**src/rtl/rgb_stream_to_vga_if.sv**
```systemverilog
// Avalon-ST RGB pixel stream carried between the colour mapper and
// the VGA display stage.
interface rgb_stream_to_vga_if;
    logic [23:0] data;
    logic        startofpacket;
    logic        endofpacket;
    logic        valid;
    logic        ready;

    modport master (
        output data,
        output startofpacket,
        output endofpacket,
        output valid,
        input  ready
    );

    modport slave (
        input  data,
        input  startofpacket,
        input  endofpacket,
        input  valid,
        output ready
    );
endinterface

```
**src/rtl/rgb_stream_to_vga.sv**
```systemverilog
// VGA display stage: buffers RGB stream packets (one per frame) and
// replays them against free-running raster timing.
module rgb_stream_to_vga #(
    parameter int H_ACTIVE   = 640,
    parameter int H_FP       = 16,
    parameter int H_SYNC     = 96,
    parameter int H_BP       = 48,
    parameter int V_ACTIVE   = 480,
    parameter int V_FP       = 10,
    parameter int V_SYNC     = 2,
    parameter int V_BP       = 33,
    parameter int FIFO_DEPTH = 16
) (
    input  logic               CLK_clk,
    input  logic               RESET_reset_n,
    rgb_stream_to_vga_if.slave RGB_SINK,
    output logic [7:0]         VGA_R,
    output logic [7:0]         VGA_G,
    output logic [7:0]         VGA_B,
    output logic               VGA_HS,
    output logic               VGA_VS,
    output logic               VGA_BLANK_N,
    output logic               UNDERFLOW,
    output logic               FRAME_ERR
);

    localparam int H_TOTAL = H_ACTIVE + H_FP + H_SYNC + H_BP;
    localparam int V_TOTAL = V_ACTIVE + V_FP + V_SYNC + V_BP;
    localparam int HW      = $clog2(H_TOTAL + 1);
    localparam int VW      = $clog2(V_TOTAL + 1);
    localparam int AW      = $clog2(FIFO_DEPTH);

    localparam logic [HW-1:0] H_END      = HW'(H_TOTAL - 1);
    localparam logic [HW-1:0] H_ACT      = HW'(H_ACTIVE);
    localparam logic [HW-1:0] H_ACT_LAST = HW'(H_ACTIVE - 1);
    localparam logic [HW-1:0] HS_START   = HW'(H_ACTIVE + H_FP);
    localparam logic [HW-1:0] HS_END     = HW'(H_ACTIVE + H_FP + H_SYNC);

    localparam logic [VW-1:0] V_END      = VW'(V_TOTAL - 1);
    localparam logic [VW-1:0] V_ACT      = VW'(V_ACTIVE);
    localparam logic [VW-1:0] V_ACT_LAST = VW'(V_ACTIVE - 1);
    localparam logic [VW-1:0] VS_START   = VW'(V_ACTIVE + V_FP);
    localparam logic [VW-1:0] VS_END     = VW'(V_ACTIVE + V_FP + V_SYNC);

    localparam logic [AW:0]   CNT_FULL   = (AW+1)'(FIFO_DEPTH);

    typedef struct packed {
        logic        eop;
        logic        sop;
        logic [23:0] data;
    } entry_t;

    typedef enum logic [1:0] {
        ALIGN  = 2'd0,
        ARMED  = 2'd1,
        STREAM = 2'd2
    } state_t;

    logic clk;
    logic rst_n;

    assign clk   = CLK_clk;
    assign rst_n = RESET_reset_n;

    logic [HW-1:0] h;
    logic [VW-1:0] v;

    logic active;
    logic origin;
    logic last_px;
    logic hs_zone;
    logic vs_zone;

    always_ff @(posedge clk or negedge rst_n) begin
        if (!rst_n) begin
            h <= '0;
            v <= '0;
        end else if (h == H_END) begin
            h <= '0;
            v <= (v == V_END) ? '0 : v + 1'b1;
        end else begin
            h <= h + 1'b1;
        end
    end

    assign active  = (h < H_ACT) && (v < V_ACT);
    assign origin  = (h == '0) && (v == '0);
    assign last_px = (h == H_ACT_LAST) && (v == V_ACT_LAST);
    assign hs_zone = (h >= HS_START) && (h < HS_END);
    assign vs_zone = (v >= VS_START) && (v < VS_END);

    entry_t        mem [FIFO_DEPTH];
    logic [AW-1:0] rd_ptr;
    logic [AW-1:0] wr_ptr;
    logic [AW:0]   count;
    logic          empty;
    logic          full;
    entry_t        head;
    entry_t        beat;

    assign empty = (count == '0);
    assign full  = (count == CNT_FULL);
    assign head  = mem[rd_ptr];
    assign beat  = {RGB_SINK.endofpacket,
                    RGB_SINK.startofpacket,
                    RGB_SINK.data};

    state_t state;
    state_t state_next;

    logic sink_ready;
    logic take;
    logic starve;
    logic mismatch;
    logic fault;
    logic show;
    logic flush;
    logic push;

    always_ff @(posedge clk or negedge rst_n) begin
        if (!rst_n) begin
            state <= ALIGN;
        end else begin
            state <= state_next;
        end
    end

    always_comb begin
        state_next = state;
        unique case (state)
            ALIGN: begin
                if (RGB_SINK.valid && RGB_SINK.startofpacket) begin
                    state_next = ARMED;
                end
            end
            ARMED: begin
                if (fault) begin
                    state_next = ALIGN;
                end else if (take) begin
                    state_next = STREAM;
                end
            end
            STREAM: begin
                if (fault) begin
                    state_next = ALIGN;
                end
            end
            default: state_next = ALIGN;
        endcase
    end

    // take = this raster position wants a pixel from the FIFO head
    always_comb begin
        sink_ready = 1'b0;
        take       = 1'b0;
        flush      = 1'b0;
        unique case (1'b1)
            state == ALIGN: begin
                sink_ready = 1'b1;
                flush      = 1'b1;
            end
            state == ARMED: begin
                sink_ready = !full;
                take       = origin;
            end
            state == STREAM: begin
                sink_ready = !full;
                take       = active;
            end
            default: ;
        endcase
        starve   = take && empty;
        mismatch = take && !empty &&
                   ((head.sop != origin) || (head.eop != last_px));
        fault    = starve || mismatch;
        show     = take && !fault;
        flush    = flush || fault;
        push     = RGB_SINK.valid && sink_ready && !fault &&
                   ((state != ALIGN) || RGB_SINK.startofpacket);
    end

    assign RGB_SINK.ready = rst_n && sink_ready;

    // a flushing cycle may still capture a start-of-packet into slot 0
    always_ff @(posedge clk or negedge rst_n) begin
        if (!rst_n) begin
            rd_ptr <= '0;
            wr_ptr <= '0;
            count  <= '0;
        end else if (flush) begin
            rd_ptr <= '0;
            wr_ptr <= push ? AW'(1) : '0;
            count  <= push ? (AW+1)'(1) : '0;
        end else begin
            if (push) begin
                wr_ptr <= wr_ptr + 1'b1;
            end
            if (show) begin
                rd_ptr <= rd_ptr + 1'b1;
            end
            count <= count + (AW+1)'(push) - (AW+1)'(show);
        end
    end

    always_ff @(posedge clk or negedge rst_n) begin
        if (!rst_n) begin
            for (int i = 0; i < FIFO_DEPTH; i++) begin
                mem[i] <= '0;
            end
        end else if (push) begin
            mem[flush ? '0 : wr_ptr] <= beat;
        end
    end

    logic [23:0] pix;
    logic        hs_q;
    logic        vs_q;
    logic        blank_q;
    logic        uf_q;
    logic        fe_q;

    always_ff @(posedge clk or negedge rst_n) begin
        if (!rst_n) begin
            pix     <= '0;
            hs_q    <= 1'b1;
            vs_q    <= 1'b1;
            blank_q <= 1'b0;
            uf_q    <= 1'b0;
            fe_q    <= 1'b0;
        end else begin
            pix     <= show ? head.data : '0;
            hs_q    <= !hs_zone;
            vs_q    <= !vs_zone;
            blank_q <= active;
            uf_q    <= uf_q || starve;
            fe_q    <= fe_q || mismatch;
        end
    end

    assign VGA_R       = pix[23:16];
    assign VGA_G       = pix[15:8];
    assign VGA_B       = pix[7:0];
    assign VGA_HS      = hs_q;
    assign VGA_VS      = vs_q;
    assign VGA_BLANK_N = blank_q;
    assign UNDERFLOW   = uf_q;
    assign FRAME_ERR   = fe_q;

endmodule
```
**src/flat_wrapper.sv**
```systemverilog
// flat-port wrapper written by rule: the top's interface ports become plain ports
module rgb_stream_to_vga_flat 
#(
    parameter int H_ACTIVE   = 640,
    parameter int H_FP       = 16,
    parameter int H_SYNC     = 96,
    parameter int H_BP       = 48,
    parameter int V_ACTIVE   = 480,
    parameter int V_FP       = 10,
    parameter int V_SYNC     = 2,
    parameter int V_BP       = 33,
    parameter int FIFO_DEPTH = 16
)
  (CLK_clk, RESET_reset_n, VGA_R, VGA_G, VGA_B, VGA_HS, VGA_VS, VGA_BLANK_N, UNDERFLOW, FRAME_ERR, RGB_SINK_data, RGB_SINK_startofpacket, RGB_SINK_endofpacket, RGB_SINK_valid, RGB_SINK_ready);
  rgb_stream_to_vga_if RGB_SINK_i ();
  input  logic CLK_clk;
  input  logic RESET_reset_n;
  output logic [7:0] VGA_R;
  output logic [7:0] VGA_G;
  output logic [7:0] VGA_B;
  output logic VGA_HS;
  output logic VGA_VS;
  output logic VGA_BLANK_N;
  output logic UNDERFLOW;
  output logic FRAME_ERR;
  input wire logic [$bits(RGB_SINK_i.data)-1:0] RGB_SINK_data;
  input wire logic [$bits(RGB_SINK_i.startofpacket)-1:0] RGB_SINK_startofpacket;
  input wire logic [$bits(RGB_SINK_i.endofpacket)-1:0] RGB_SINK_endofpacket;
  input wire logic [$bits(RGB_SINK_i.valid)-1:0] RGB_SINK_valid;
  output wire logic [$bits(RGB_SINK_i.ready)-1:0] RGB_SINK_ready;
  assign RGB_SINK_i.data = RGB_SINK_data;
  assign RGB_SINK_i.startofpacket = RGB_SINK_startofpacket;
  assign RGB_SINK_i.endofpacket = RGB_SINK_endofpacket;
  assign RGB_SINK_i.valid = RGB_SINK_valid;
  assign RGB_SINK_ready = RGB_SINK_i.ready;
  rgb_stream_to_vga #(.H_ACTIVE(H_ACTIVE), .H_FP(H_FP), .H_SYNC(H_SYNC), .H_BP(H_BP), .V_ACTIVE(V_ACTIVE), .V_FP(V_FP), .V_SYNC(V_SYNC), .V_BP(V_BP), .FIFO_DEPTH(FIFO_DEPTH)) u_core (.CLK_clk(CLK_clk), .RESET_reset_n(RESET_reset_n), .RGB_SINK(RGB_SINK_i), .VGA_R(VGA_R), .VGA_G(VGA_G), .VGA_B(VGA_B), .VGA_HS(VGA_HS), .VGA_VS(VGA_VS), .VGA_BLANK_N(VGA_BLANK_N), .UNDERFLOW(UNDERFLOW), .FRAME_ERR(FRAME_ERR));
endmodule
```
**config.mk**
```make
export PLATFORM = sky130hd
export DESIGN_NAME = rgb_stream_to_vga_flat
export DESIGN_NICKNAME = d
export VERILOG_FILES = /design/src/rtl/rgb_stream_to_vga_if.sv /design/src/rtl/rgb_stream_to_vga.sv /design/src/flat_wrapper.sv
export SDC_FILE = /design/constraint.sdc
export NUM_CORES = 1
export LEC_CHECK = 0
export CORE_MARGIN = 3
export CORE_UTILIZATION = 30
export DETAILED_ROUTE_END_ITERATION = 16
export PLACE_DENSITY_LB_ADDON = 0.1
export SLEW_MARGIN = 20
export SYNTH_ARGS = -nofsm -noshare
export SYNTH_HDL_FRONTEND = slang
export SYNTH_SLANG_ARGS = --single-unit
```
**constraint.sdc**
```tcl
create_clock -name CLK_clk -period 5.3 [get_ports CLK_clk]
set_input_delay 0.53 -clock CLK_clk [delete_from_list [all_inputs] [get_ports CLK_clk]]
set_output_delay 0.53 -clock CLK_clk [all_outputs]
set_load 0.005 [all_outputs]
```
==> summary by stage, run 1 <==
Run status
The run finished with clean final reports.

Setup path
STA classifies the critical path endpoint as a flip-flop. In this run the worst path has a maximum fanout of 26. The critical path data arrival time is 4.74 ns. The classification of the worst setup path is reg -> reg. Data on the critical path is required at its endpoint by 5.76 ns.

The launching point of the worst reg2reg path is u_core.rd_ptr[0]. The launching element of the worst setup path is u_core.rd_ptr[0]. STA classifies the critical path startpoint as a flip-flop.

Drt
In the routed design, unresolved DRC markers number 0. After detailed routing, the average wire length per cell comes to 23.7 µm. In this run the remaining antenna-violating nets after routing total 0. The detailed-route via count is 11900.

The routed wire length is 57.0 mm. The number of DRC markers in iteration 0 is 560. The per-cell via count in the routed design is 4.94. The length of the first detailed-routing pass in iterations is 4.

Final layout
The share of cells above drive strength 1 is 46.3%. The finished layout holds 2410 standard cells, fillers aside. With fillers left out, the area of the finished cells amounts to 0.0254 mm².

Counting the fill cells in the layout gives 6943. The final cell utilization of the core is 35.3%. At the end of the flow, the number of nets in the layout was 1457. The synthesis-to-finish area growth is 15.8%.

Global route
For this run, global-route usage on met3 was measured as 2.54%. For met1 alone, demand over resource in global routing was 21.5%. The total overflow left after global routing is 0. Entering global routing, the biggest net connects 124 pins. The global-route wire length before repair is 87.3 mm.

For met2 alone, demand over resource in global routing was 24.2%. In this run the most used layer during global routing was met2. The number of antenna violations at the first check in global routing is 1. The via count of the first global-routing pass is 12900. The aggregate global-route resource usage is 15.1%.

Logic synthesis
The multiplexer share of the synthesized area is 35.3%. Yosys printed 0 warnings. The synthesized netlist devotes 4.26% of its cell area to simple gates. By area, the combinational part of the netlist is dominated by multiplexers. After synthesis the netlist holds a flip-flop and latch count of 480.

The number of different library cells used by synthesis comes to 60. Counting flops with a built-in enable in the synthesized netlist gives 0. Summed over all instances, the cell type with the most area after synthesis is dfrtp_1. Ranked by total cell area, the synthesized netlist is headed by dfrtp_1 55%, mux2_2 20%, mux4_2 13%.

Synthesis produced a netlist with a net count of 1415. Sequential elements use 54.9% of the synthesized area. Summing the areas of all fa, ha and maj instances in the mapped netlist gives 1.01% of the synthesized area. Summing the areas of all compound-gate instances in the mapped netlist gives 1.03% of the synthesized area. The synthesized design devotes to its leading area cell type 54.6% of total area. Each instance of the synthesized netlist takes up on average 16.0 µm². The cell area after synthesis is 0.0219 mm². The post-synthesis async set-or-reset flop share is 100%. Of the total synthesized cell area, the portion taken by XOR and XNOR cells is 0.874%. The flip-flop cell with the highest count after synthesis is dfrtp_1. After technology mapping, the gate count stands at 1369.

STA
Derived from the worst setup path, the maximum achievable clock frequency is 234 MHz. Setup repair after global routing left no endpoint under its margin. The slew at the pin closest to its max-slew limit is 1.06 ns. Setup violations remaining at the end of the flow were counted as 0. The ratio of final minimum period to clock period is 80.8%. The setup clock skew after layout is 0.0210 ns.

The minimum clock period after layout is 4.28 ns. The final-report max-slew violation count is 0. The number of hold violations in the final report is 0. The normalized max-slew margin is 29.4%. Setup slack closes at 1.02 ns.

Adding up every negative setup slack in the final design gives 0 ns.

CTS
The H-tree depth reported by CTS is 2. The CTS buffer count is 56. The number of clock sinks is 480. The register clock-pin slew on the reported worst setup and hold paths is 0.06 ns.

The clock latency on the worst-skew pair is 0.61 ns. The root buffer selected by CTS is clkbuf_16. The CTS tree is built.

The buffer depth of the longest clock path is 3.

Pwr
The maximum resistive drop on vdd is 0.249 mV. For this design the total switching power over the nets is 2.34 mW. The static leakage is 11.3 nW. The combinational fraction of design power is 13.8%. The internal power of the cells totals 7.08 mW. The power share of the sequential group is 45.0%. In this run, the clock network consumes 41.1% of the power. In this run the power density over the cells is 372 mW/mm².

The switching part of the total power is 24.8%.

Placed design
The instance area after placement is 0.0235 mm². The count of buffers inserted at the top-level ports is 58. Summed over all nets, the half-perimeter wirelength after detailed placement is 30.0 mm. Prior to clock tree synthesis, the placed netlist has a worst setup slack of 0.995 ns.

The weighted congestion reported at the end of routability-driven placement is 0.702. The total instance count after detailed placement is 2302.

Worst hold path
In this run the worst hold path is classified as in -> async.

Floorplanning
The overall die width is 276 µm. Pin placement for this block handled 59 I/O pins. The number of standard-cell rows in the floorplan is 98. The initial core utilization is 30.5%. The area of the core is 0.0719 mm².

The floorplan die height is 276 µm. The floorplan step defined a die boundary enclosing 0.0763 mm².

Run
The number of max-cap violations is 0.
==> repair_timing <==
item | in CTS | in global routing
endpoints found under the hold margin | 47 | 0
setup buffers | 0 | 0
hold buffers | 1 | 0
gates resized for setup | 0 | 0
==> area by class of cell <==
cell class	instances	area, µm²	area share, %
clock inverter	14	163	0.642
tap	950	1190	4.69
antenna	2	5.00	0.0197
clock buffer	91	1690	6.68
multi-input combinational	763	9360	36.9
timing repair buffer	91	848	3.35
inverter	19	71.3	0.281
sequential	480	12000	47.4
==> synth_stat cells (16+ instances only) <==
cell type and number:
mux2_2 381, mux2_1 17, inv_1 18, mux4_2 129, clkbuf_1 62, buf_2 30, nand2_1 17, dfrtp_1 478
mux2_4 20, nor2_1 28, ha_1 16, nor2b_1 28
==> layout by cell type, fill, tap and decap left out, drive strengths merged, types with 7 or more instances in the layout <==
master         Yosys  routed
dfrtp            478     478
mux2             418     418
mux4             129     129
clkbuf            62      91
clkdlybuf4s50      0      57
buf               45      33
nor2              28      28
nor2b             28      28
inv               18      20
nand2             17      17
ha                16      16
nand4             15      15
xnor2             12      12
o21ai             10      10
xor2               9       9
nor3               8       8
a21oi              7       7
==> worst max-delay path, cell delays in order, from the launching register on <==
cell and delay (ns):
dfrtp_4 0.75, mux4_2 0.57, mux4_2 0.51, xnor2_2 0.19
or4_2 0.58, inv_1 0.14, ha_1 0.24, inv_1 0.05
ha_1 0.15, inv_1 0.06, fa_1 0.40, inv_1 0.07
a21oi_1 0.06, nor2_1 0.08, nor2_1 0.05, xnor2_1 0.15
nor2_1 0.05
==> kinds of logic after synthesis <==
logic type                 after synthesis
muxes                                  551
DFF                                    480
and+or+nand+nor                        141
buffers and inverters                  126
AOI/OAI and AO/OA                       33
xor gates and xnor gates                21
adders and majority gates               17
==> through the flow <==
step	hold WS [ns]	power, mW
after global routing	0.488	9.90
after CTS	0.453	9.60
after floorplan	0.234	5.19
after global placement	0.463	5.61
final	0.470	9.42
after detailed placement	0.473	5.62
==> power groups by stage <==
stage / registers [mW] / logic (mW) / clock network [mW]
floorplan: 4.22 / 0.975 / 0
global route: 4.29 / 1.43 / 4.18
finish: 4.24 / 1.30 / 3.88
detailed placement: 4.30 / 1.32 / 0
global placement: 4.30 / 1.31 / 0
CTS: 4.24 / 1.33 / 4.03
==> per-layer routing <==
layer / share of wire [%] / vias to the layer above
li1: - / 5196
met1: 47 / 6489
met2: 47 / 157
met3: 3.7 / 73
met4: 1.8 / 0
met5: 0 / -
==> sequential cells by signal (all words and copies together) (netlist names), 2 cells and up <==
name	count
u_core.mem	416
u_core.pix	24
u_core.h	10
u_core.v	10
u_core.count	5
u_core.rd_ptr	4
u_core.wr_ptr	4
u_core.state	2
==> final timing paths <==
check	endpoint	slack [ns]	cells past startpoint
worst max-delay path	u_core.count[4]	1.02	16
worst min-delay path	u_core.h[6]	0.47	2
worst max register to register	u_core.count[4]	1.02	16
worst min register to register	u_core.mem[127]	0.48	1
max in group asynchronous	u_core.mem[68]	3.54	3
min in group CLK_clk	u_core.mem[127]	0.48	1
Power figures use the tool's default switching activity.
==> run 2, diff against run 1 <==
==> constraint.sdc (replaced) <==
create_clock -name CLK_clk -period 3.6 [get_ports CLK_clk]
set_input_delay 0.36 -clock CLK_clk [delete_from_list [all_inputs] [get_ports CLK_clk]]
set_output_delay 0.36 -clock CLK_clk [all_outputs]
set_load 0.005 [all_outputs]
==> run 2 against run 1 <==
Net effect:
- cell area up 4.2%
- clock-buffer cell count down 1
- wire length up 0.89%
- global-route usage down 0.11 points
- via count up 1.9%
- clock skew about the same
- combinational power up 62%
- critical path type unchanged
- clock power up 54%
- sequential cell count unchanged
- register-to-register slack worse by 0.98 ns
- sequential share of layout area down 1.9 points
- fmax up 20%
==> summary by stage, run 2 (same netlist as run 1, synthesis figures left out) <==
Run status
The run finished with clean final reports.

Pwr
The overall power is 14.3 mW. The part of the power in the clock network is 41.8%. The power per standard cell area is 543 mW/mm². The switching part of the total power is 24.7%. The internal power consumption is 10.8 mW. The combinational fraction of design power is 14.7%. The maximum resistive drop on vdd is 0.429 mV.

For this design the total switching power over the nets is 3.54 mW. The static leakage is 11.9 nW. Sequential cells account for 43.5% of the total power.

Drt
Summed over all layers, the routed wires come to 57.5 mm. The detailed-route DRC error count is 0. The length of the first detailed-routing pass in iterations is 4.

The routed layout has 12100 vias. Dividing the detail-routed wire length by the instance count gives 23.2 µm. Dividing the detail-routed via count by the number of cells gives 4.89. The count of nets left with antenna violations once routing finished came out at 0. The number of DRC markers in iteration 0 is 592.

STA
The slew at the pin closest to its max-slew limit is 0.997 ns. The achievable frequency is 281 MHz. The number of hold violations in the final report was 0. The normalized max-slew margin is 33.6%. The clock arrives with 0.0205 ns of skew. The setup-violating endpoint count in the final report is 0.

The final-report max-slew violation count is 0. The smallest clock period supported by the final layout is computed as 3.56 ns. In the finished design, the share of the clock period the worst path needs comes to 98.9%.

The total negative slack is 0 ns. The worst hold-check slack is 0.287 ns. Setup repair after global routing could not meet its margin everywhere.

CTS
Clock tree synthesis inserted a total of 57 buffers. CTS saw 480 sinks. The clock latency on the worst-skew pair is 0.61 ns. The register clock-pin slew on the reported worst setup and hold paths is 0.06 ns. The clock passes through at most 3 buffers. The H-tree was split into 2 levels. TritonCTS built the clock tree.

The root buffer selected by CTS is clkbuf_16.

Setup path
Along the worst path, the maximum fanout reaches 14. The worst setup path is captured at a flip-flop. Among all stages on the critical path, the largest delay is contributed by or4_2. The signal on the critical path passes through mux4_2, mux4_2, xnor2_4, buf_4, o31a_1, or4_2, buf_12, mux2_4. The number of buffers and inverters on the critical path is 2. The worst setup path is launched from a flip-flop. In this design, the critical path's most frequently occurring cell is mux4_2. The launching point of the worst reg2reg path is u_core.rd_ptr[0]. The classification of the worst setup path is reg -> reg. The register-to-register setup slack is 0.04 ns.

Counting cells, the worst reg-to-reg path comes to 8. The worst register-to-register path ends at u_core.mem[220]. The largest stage delay on the critical path is 0.76 ns.

The required time reported for the critical path endpoint is 4.09 ns. The critical path data arrival time is 4.05 ns. The dominant delay contributor by cell family on the critical path is multiplexers.

Floorplanning
The region available for standard cell placement spans 0.0719 mm². 59 I/O pins were placed. The die is 276 µm wide.

The initialized floorplan defines 98 standard-cell rows. The floorplan die height is 276 µm. The die covers 0.0763 mm². The initial utilization of the core area, before any placement, comes to 30.5%.

Global route
In the global route stage, overall resource usage came out at 15.0%. Summed over all layers, the global routing overflow is 0. The number of antenna violations at the first check in global routing came to 0. The largest net degree at the start of global routing is 146. The via count of the first global-routing pass is 13300. The global-route wire length before repair is 87.7 mm.

Final layout
The total inserted antenna cells is 0. The synthesis-to-finish area growth is 20.6%. The library cell used most frequently in the layout, excluding fill and tap cells, is dfrtp_1. The flip-flop count of the largest register, all copies and words added is 416. The final-layout fill cell count is 6809. The share of cells above drive strength 1 is 49.7%. The largest registers in the layout are u_core.mem: 416 flops, u_core.pix: 24 flops. The register with the most flip-flops in the final layout is u_core.mem.

In the layout the commonest cells are 474 x dfrtp_1, 381 x mux2_2, 129 x mux4_2. The finished layout holds 2481 standard cells, fillers aside. The final layout contains 1530 nets.

Placed design
Input and output buffers added on the ports amount to 58. The estimated wirelength of the detail-placed design is 33.3 mm. The total instance count after detailed placement is 2359. Routability-driven placement finished with a final weighted congestion of 0.722.

Run
The number of max-cap violations is 0.

Worst hold path
The class of the tightest hold or removal check is in -> async.
-- run 2: how the worst max path moves through the flow --
stage | start | endpoint | slack, ns | depth (start not counted)
6_report | u_core.rd_ptr[0] | u_core.mem[220] | 0.04 | 8
5_1_grt | u_core.rd_ptr[0] | u_core.count[4] | -0.08 | 15
4_1_cts | u_core.rd_ptr[0] | u_core.count[4] | -0.009 | 16
3_5_place_dp | u_core.rd_ptr[0] | u_core.count[4] | -0.06 | 18
3_3_place_gp | u_core.rd_ptr[0] | u_core.count[4] | -0.04 | 18
2_1_floorplan | u_core.rd_ptr[0] | u_core.count[4] | -0.08 | 18
-- run 2: through the flow --
stage	setup slack [ns]	util, %	area (µm²)
floorplan	-0.0766	-	21900
global placement	-0.0354	33.7	24200
detailed placement	-0.0567	33.7	24200
CTS	-0.00906	36.5	26200
global route	-0.0768	36.8	26400
finish	0.0385	36.8	26400
-- run 2: power groups by stage --
stage               sequential, mW  combinational (mW)  clock [mW]
floorplan                     6.21                1.45           0
global placement              6.32                2.03           0
detailed placement            6.33                2.06           0
CTS                           6.24                2.07        6.21
global route                  6.31                2.30        6.43
finish                        6.24                2.11        5.99
-- run 2: cell type report --
cell class                      count  area (µm²)  area share, %
Sequential cell                   480       12000           45.5
Multi-Input combinational cell    763        9410           35.6
Clock inverter                     16         220          0.834
Tap cell                          950        1190           4.50
Clock buffer                       90        1750           6.63
Inverter                           19        73.8          0.280
Timing Repair Buffer              163        1750           6.61
-- run 2: what timing repair did --
action,CTS,global route
gates resized for setup,2,14
cloned,0,3
hold buffers,1,0
pin swaps,0,7
endpoints found under the hold margin,46,0
buffers inserted,2,10
setup endpoints to repair,24,151
-- run 2: per-layer routing --
| metal | global-route usage (%) | part of all wire [%] | wire (µm) |
|---|---|---|---|
| met1 | 21.1 | 48 | 27400 |
| met2 | 24.5 | 48 | 27800 |
| met3 | 2.25 | 2.5 | 1460 |
| met4 | 3.18 | 1.5 | 869 |
| met5 | 0 | 0 | 0 |
==> run 3, diff against run 2 <==
--- a/config.mk
+++ b/config.mk
@@ -5,6 +5,8 @@
 export SDC_FILE = /design/constraint.sdc
 export NUM_CORES = 1
 export LEC_CHECK = 0
+export CELL_PAD_IN_SITES_DETAIL_PLACEMENT = 1
+export CELL_PAD_IN_SITES_GLOBAL_PLACEMENT = 2
 export CORE_MARGIN = 3
 export CORE_UTILIZATION = 30
 export DETAILED_ROUTE_END_ITERATION = 16
==> run 3 against run 2 <==
Net effect:
- combinational power down 2%
- die area unchanged
- via count up 1.3%
- cell area down 1.2%
- non-clock buffer count down 9
==> summary by stage, run 3 (same netlist as run 1, synthesis figures left out) <==
STA
Hold is met by 0.289 ns. Adding up every negative setup slack in the final design gives 0 ns. The normalized max-slew margin is 34.3%. Of the available clock period, the critical path in the final layout requires 99.7%. Timing would allow up to 279 MHz. The slew at the pin closest to its max-slew limit is 0.983 ns. Across all setup checks in the final design, the least slack found is 0.0108 ns. The routed design could run at a clock period as short as 3.59 ns. The number of hold violations in the final report is 0. Setup repair after global routing could not meet its margin everywhere. The setup-violating endpoint count in the final report is 0. The final-report max-slew violation count is 0. Clock skew on the completed layout was measured at 0.0107 ns.

Placed design
The post-placement worst setup slack is -0.0564 ns. The count of buffers inserted at the top-level ports is 58. The number of placed instances, taps included, is 2354. The wire-length estimate of the detail-placed layout is 34.2 mm. The instance area after placement is 0.0241 mm². At the end of routability-driven placement, the weighted congestion stood at 0.694.

CTS
The CTS buffer count is 57. The CTS tree is built. The root buffer selected by CTS is clkbuf_16. The buffer depth of the longest clock path is 3. Clock-pin slew was measured on the worst setup and hold paths at 0.06 ns. CTS saw 480 sinks. The H-tree depth reported by CTS is 2. The clock latency on the worst-skew pair is 0.60 ns.

Global route
The number of antenna violations at the first check in global routing was 2. The global-route wire length before repair is 90.7 mm. The total grt overflow is 0. The via count of the first global-routing pass is 13800. Entering global routing, the biggest net connects 157 pins. Global routing used 15.5% of the available tracks.

Final layout
In the layout the commonest cells are 474 x dfrtp_1, 381 x mux2_2, 129 x mux4_2. The area of all placed cells without fillers is 0.0261 mm². For this run, the post-layout net count is 1521. The synthesis-to-finish area growth is 19.1%. The flip-flop count of the largest register, all copies and words added is 416.

After the flow finishes, the layout carries non-filler instances totaling 2466. The library cell used most frequently in the layout, excluding fill and tap cells, is dfrtp_1. The final cell utilization of the core is 36.3%. Cells with a size suffix above 1 make up 49.4% of the layout.

The most flop-heavy register is u_core.mem. The largest registers in the layout are u_core.mem: 416 flops, u_core.pix: 24 flops.

Pwr
The static leakage is 11.7 nW. The power per standard cell area is 535 mW/mm². IR analysis of the VDD net gives a maximum drop of 0.350 mV. The overall power is 14.0 mW.

Setup path
The cell depth of the worst flop-to-flop path is 16. The largest stage delay on the critical path is 0.55 ns. The register-to-register setup slack is 0.01 ns. The launching point of the worst reg2reg path is u_core.rd_ptr[0]. Tracing the worst setup path back leads to its startpoint at u_core.rd_ptr[0]. The termination of the worst setup path is u_core.count[4].

The slowest cell on the critical path is mux4_2. The number of buffers and inverters on the critical path is 4. The number of cells on the critical path is 16.

The required time reported for the critical path endpoint is 4.09 ns. The classification of the worst setup path is reg -> reg. STA classifies the critical path startpoint as a flip-flop. The endpoint identified for the worst register-to-register timing path is u_core.count[4]. The type of destination of the critical path is a flip-flop. In this run the worst path has a maximum fanout of 6. Data arrives at the worst endpoint at 4.07 ns. The dominant delay contributor by cell family on the critical path is multiplexers. Traced cell by cell, the critical path runs through mux4_2, mux4_2, xnor2_4, or4_4, inv_4, ha_4, inv_2, ha_4, inv_2, fa_2, inv_2, a21oi_2, nor2_1, nor2_1, xnor2_1, nor2_1.

Run
Across the run, the number of max-cap violations was 0.

Worst hold path
The class of the tightest hold or removal check is in -> async.

Drt
For this block, the initial DRC count from the detailed router was 677. The first TritonRoute pass finished after 4 iterations. The detailed-route DRC error count is 0. The detailed-route via count is 12300.

After detailed routing, the total wire length is 59.9 mm. Using the TritonRoute via totals, the vias-per-cell ratio works out to 4.98. The mean routed wirelength per cell is 24.3 µm.

Once detail routing completed, the nets flagged for antenna violations numbered 0.

Floorplanning
The floorplan die height is 276 µm. The total die area is 0.0763 mm². The initial core utilization is 30.5%. The area of the core is 0.0719 mm². The number of standard-cell rows in the floorplan is 98. The I/O pin count is 59. The overall die width is 276 µm.

Run status
The flow ran to the end, and the final reports show no timing, DRC or antenna violations.
[run 3: cell types whose count changed in the layout (fill, tap and decap cells not counted), moves of 2 or more]
cell and delta:
buf_12 -6, buf_6 -2, bufinv_16 -2, clkbuf_1 +4, clkbuf_16 -2, clkbuf_8 -6
inv_1 -3, inv_2 +3
[run 3: how the worst min path moves through the flow]
stage,to,cells past startpoint,slack (ns)
CTS,u_core.h[8],2,0.27
floorplan,u_core.FRAME_ERR,0,0.06
finish,u_core.h[1],2,0.29
global route,u_core.h[8],2,0.30
global placement,u_core.h[3],1,0.33
detailed placement,u_core.h[3],1,0.33
[run 3: layout make-up]
cell class	count	area [µm²]
multi-input cells	763	9430
repair buffers	154	1570
flip-flops and latches	480	12000
clock buffers	87	1660
diodes	1	2.50
well taps	950	1190
inverters	19	73.8
clock inverters	12	150
fillers	7313	45800
[run 3: worst reg2reg max path, delay by kind of cell (launching register included)]
family | cells | cell delay (ns)
DFF | 1 | 0.48
AOI/OAI and AO/OA | 1 | 0.04
muxes | 2 | 1.07
xor gates and xnor gates | 2 | 0.30
adders and majority gates | 3 | 0.67
buffers and inverters | 4 | 0.25
and+or+nand+nor | 4 | 0.66
[run 3: layer usage]
layer / up-vias / track usage [%] / wire length, µm
met5: - / 0 / 7
met1: 6767 / 21.6 / 28300
li1: 5301 / - / -
met4: 2 / 3.90 / 1090
met2: 142 / 25.6 / 28900
met3: 79 / 2.16 / 1580
[run 3: timing repair]
item,4_1_cts,5_1_grt
cloned,0,3
buffers inserted,0,8
hold endpoints to repair,45,0
setup endpoints to repair,5,107
pin swaps,0,10
hold buffers,1,0
resized for setup,3,21
[run 3: where the power goes]
group	total [mW]	internal, mW	switching, mW
clock network	5.63	3.36	2.27
registers	6.25	5.94	0.308
logic	2.07	1.15	0.921
total	14.0	10.5	3.50
==> patch: new RTL, settings of run 1 <==
`H_FP` is set to 16 in 2 places; all go to 32.
--- a/src/rtl/rgb_stream_to_vga.sv
+++ b/src/rtl/rgb_stream_to_vga.sv
@@ -3,5 +3,5 @@
 module rgb_stream_to_vga #(
     parameter int H_ACTIVE   = 640,
-    parameter int H_FP       = 16,
+    parameter int H_FP       = 32,
     parameter int H_SYNC     = 96,
     parameter int H_BP       = 48,
--- a/src/flat_wrapper.sv
+++ b/src/flat_wrapper.sv
@@ -3,5 +3,5 @@
 #(
     parameter int H_ACTIVE   = 640,
-    parameter int H_FP       = 16,
+    parameter int H_FP       = 32,
     parameter int H_SYNC     = 96,
     parameter int H_BP       = 48,
Function: same outputs for any inputs over 4 cycles, from zero or initial values and one cycle with RESET_reset_n low; that may be too few to reach the edited logic, so the function may still have changed.
==> patch against run 1 <==
Power grew 1.0%; sequential cell count is the same; worst setup slack gained 0.10 ns; count of clock-buffer cells in the layout grew 2; wire length shrank 2.6%; area after synthesis grew 0.24%; synthesized cell count grew 1.6%; design area grew 0.37%.
==> patch: results (changes against run 1) <==
logic_synthesis:
  synth.distinct_cells: 54  # -10%
  synth-xor-area-share: 0.00678  # -0.00196
  synth_compound_area_frac: 0.0128  # +0.00243
  synth_mux_area_frac: 0.349  # -0.00381
  synth.cells.most_frequent: "478 x sky130_fd_sc_hd__dfrtp_1, 400 x sky130_fd_sc_hd__mux2_2, 129 x sky130_fd_sc_hd__mux4_2"
  synth-seq-area-share: 0.547  # -0.00131
  post_synth_main_area_contributors: "sky130_fd_sc_hd__dfrtp_1 54%, sky130_fd_sc_hd__mux2_2 21%, sky130_fd_sc_hd__mux4_2 13%"
  share_of_synthesized_cell_area_in_full_adder_half_adder_and_majority_cells: 0.0106  # +0.000546
timing:
  worst_slew_pin_slew_ns: 0.995  # -0.0628 ns
  fin_skew_ns: 0.0218  # +0.000793 ns
global_routing:
  grt_antenna_before_repair: 2  # +1
  grt_max_degree: 135  # +8.9%
  grt.met2_usage: 0.231  # -0.0102
  globalRouteMet3Util: 0.0240  # -0.00144
  grt_pass1_wl_mm: 86.3  # -1.1%
  grt_util_all_layers: 0.146  # -0.00445
  gr-usage-met1: 0.212  # -0.00329
  number_of_global_route_vias_before_repair: 13110  # +1.7%
finish:
  final.fill_count: 6856  # -1.3%
  drive_above_1_share: 0.455  # -0.00842
  antenna-diode-count: 0  # -2
  reg.largest.list: "u_core.mem: 416 flops, u_core.pix: 24 flops"
  nets: 1488  # +2.1%
pwr:
  seq_power_w: 0.00425  # about the same
  sw_frac_of_total: 0.252  # +0.00330
  power_leakage_nw: 11.6  # +2.0%
  pwr-share-comb: 0.144  # +0.006
  ir_worst_vdd_mv: 0.229  # -7.8%
  p_seq_frac: 0.446  # -0.004
clocking:
  cts_buffers: 57  # +1.8%
critical_path:
  regToRegStartpoint: "u_core.rd_ptr[3]"
  rr_worst_depth: 9  # -7
  r2r_end: "u_core.mem[132]"
  cp_slowest_cell: "sky130_fd_sc_hd__dfrtp_2"
  max_stage_delay_ns: 0.73  # -0.02 ns
worst_hold_path:
  hold_start: "u_core.mem[321]"
  hold_path_class: "flop to flop"
placed_design:
  gp_congestion: 0.713  # +1.6%
  place.detailed.hpwl_mm: 32.0  # +6.6%
drt:
  met1_wire_length_mm: 26.9  # -0.65%
  met2RoutedLength_mm: 25.8  # -3.7%
  first_iter_violations: 616  # +10%
  drt-vias-per-instance: 4.94  # about the same
  postRouteWirelength_mm: 55.6  # -2.6%
  route.met3.wl_mm: 1.91  # -10%
outcome:
  run_status: "finished clean"
## patch: area by class of cell
| type | instances | area [um2] | share of cell area |
|---|---|---|---|
| repair buffers | 95 | 928 | 0.0365 |
| clock inverters | 10 | 138 | 0.00541 |
| inverters | 24 | 90.1 | 0.00354 |
| flip-flops and latches | 480 | 12000 | 0.472 |
| clock buffers | 93 | 1720 | 0.0678 |
| multi-input cells | 783 | 9360 | 0.368 |
| well taps | 950 | 1190 | 0.0467 |
## patch: worst max path at each step
stage	cells after the start	startpoint	to	slack, ns
global placement	9	u_core.rd_ptr[3]	u_core.mem[140]	1.07
floorplan	20	u_core.rd_ptr[2]	u_core.count[4]	1.46
CTS	9	u_core.rd_ptr[3]	u_core.mem[131]	0.99
detailed placement	9	u_core.rd_ptr[3]	u_core.mem[136]	1.00
global route	9	u_core.rd_ptr[3]	u_core.mem[154]	0.87
finish	9	u_core.rd_ptr[3]	u_core.mem[132]	1.12
## patch: through the flow
| stage | util | instance area [um2] | hold slack [ns] | std cells | setup WS (ns) |
|---|---|---|---|---|---|
| 4_1_cts | 0.354 | 25400 | 0.485 | 2435 | 0.992 |
| 3_3_place_gp | 0.328 | 23600 | 0.462 | 2331 | 1.07 |
| 3_5_place_dp | 0.328 | 23600 | 0.473 | 2331 | 1.00 |
| 5_1_grt | 0.354 | 25400 | 0.504 | 2435 | 0.865 |
| 2_1_floorplan | - | 22000 | 0.234 | 1391 | 1.46 |
| 6_report | 0.354 | 25400 | 0.482 | 2435 | 1.12 |
## patch: critical path: cells and delay by family (launching register included)
kind	cells	cell delay (ns)
buf+inv	3	1.29
mux	3	0.95
xor+xnor	1	0.38
flops	1	0.73
simple gates	1	0.17
compound gates	1	0.49
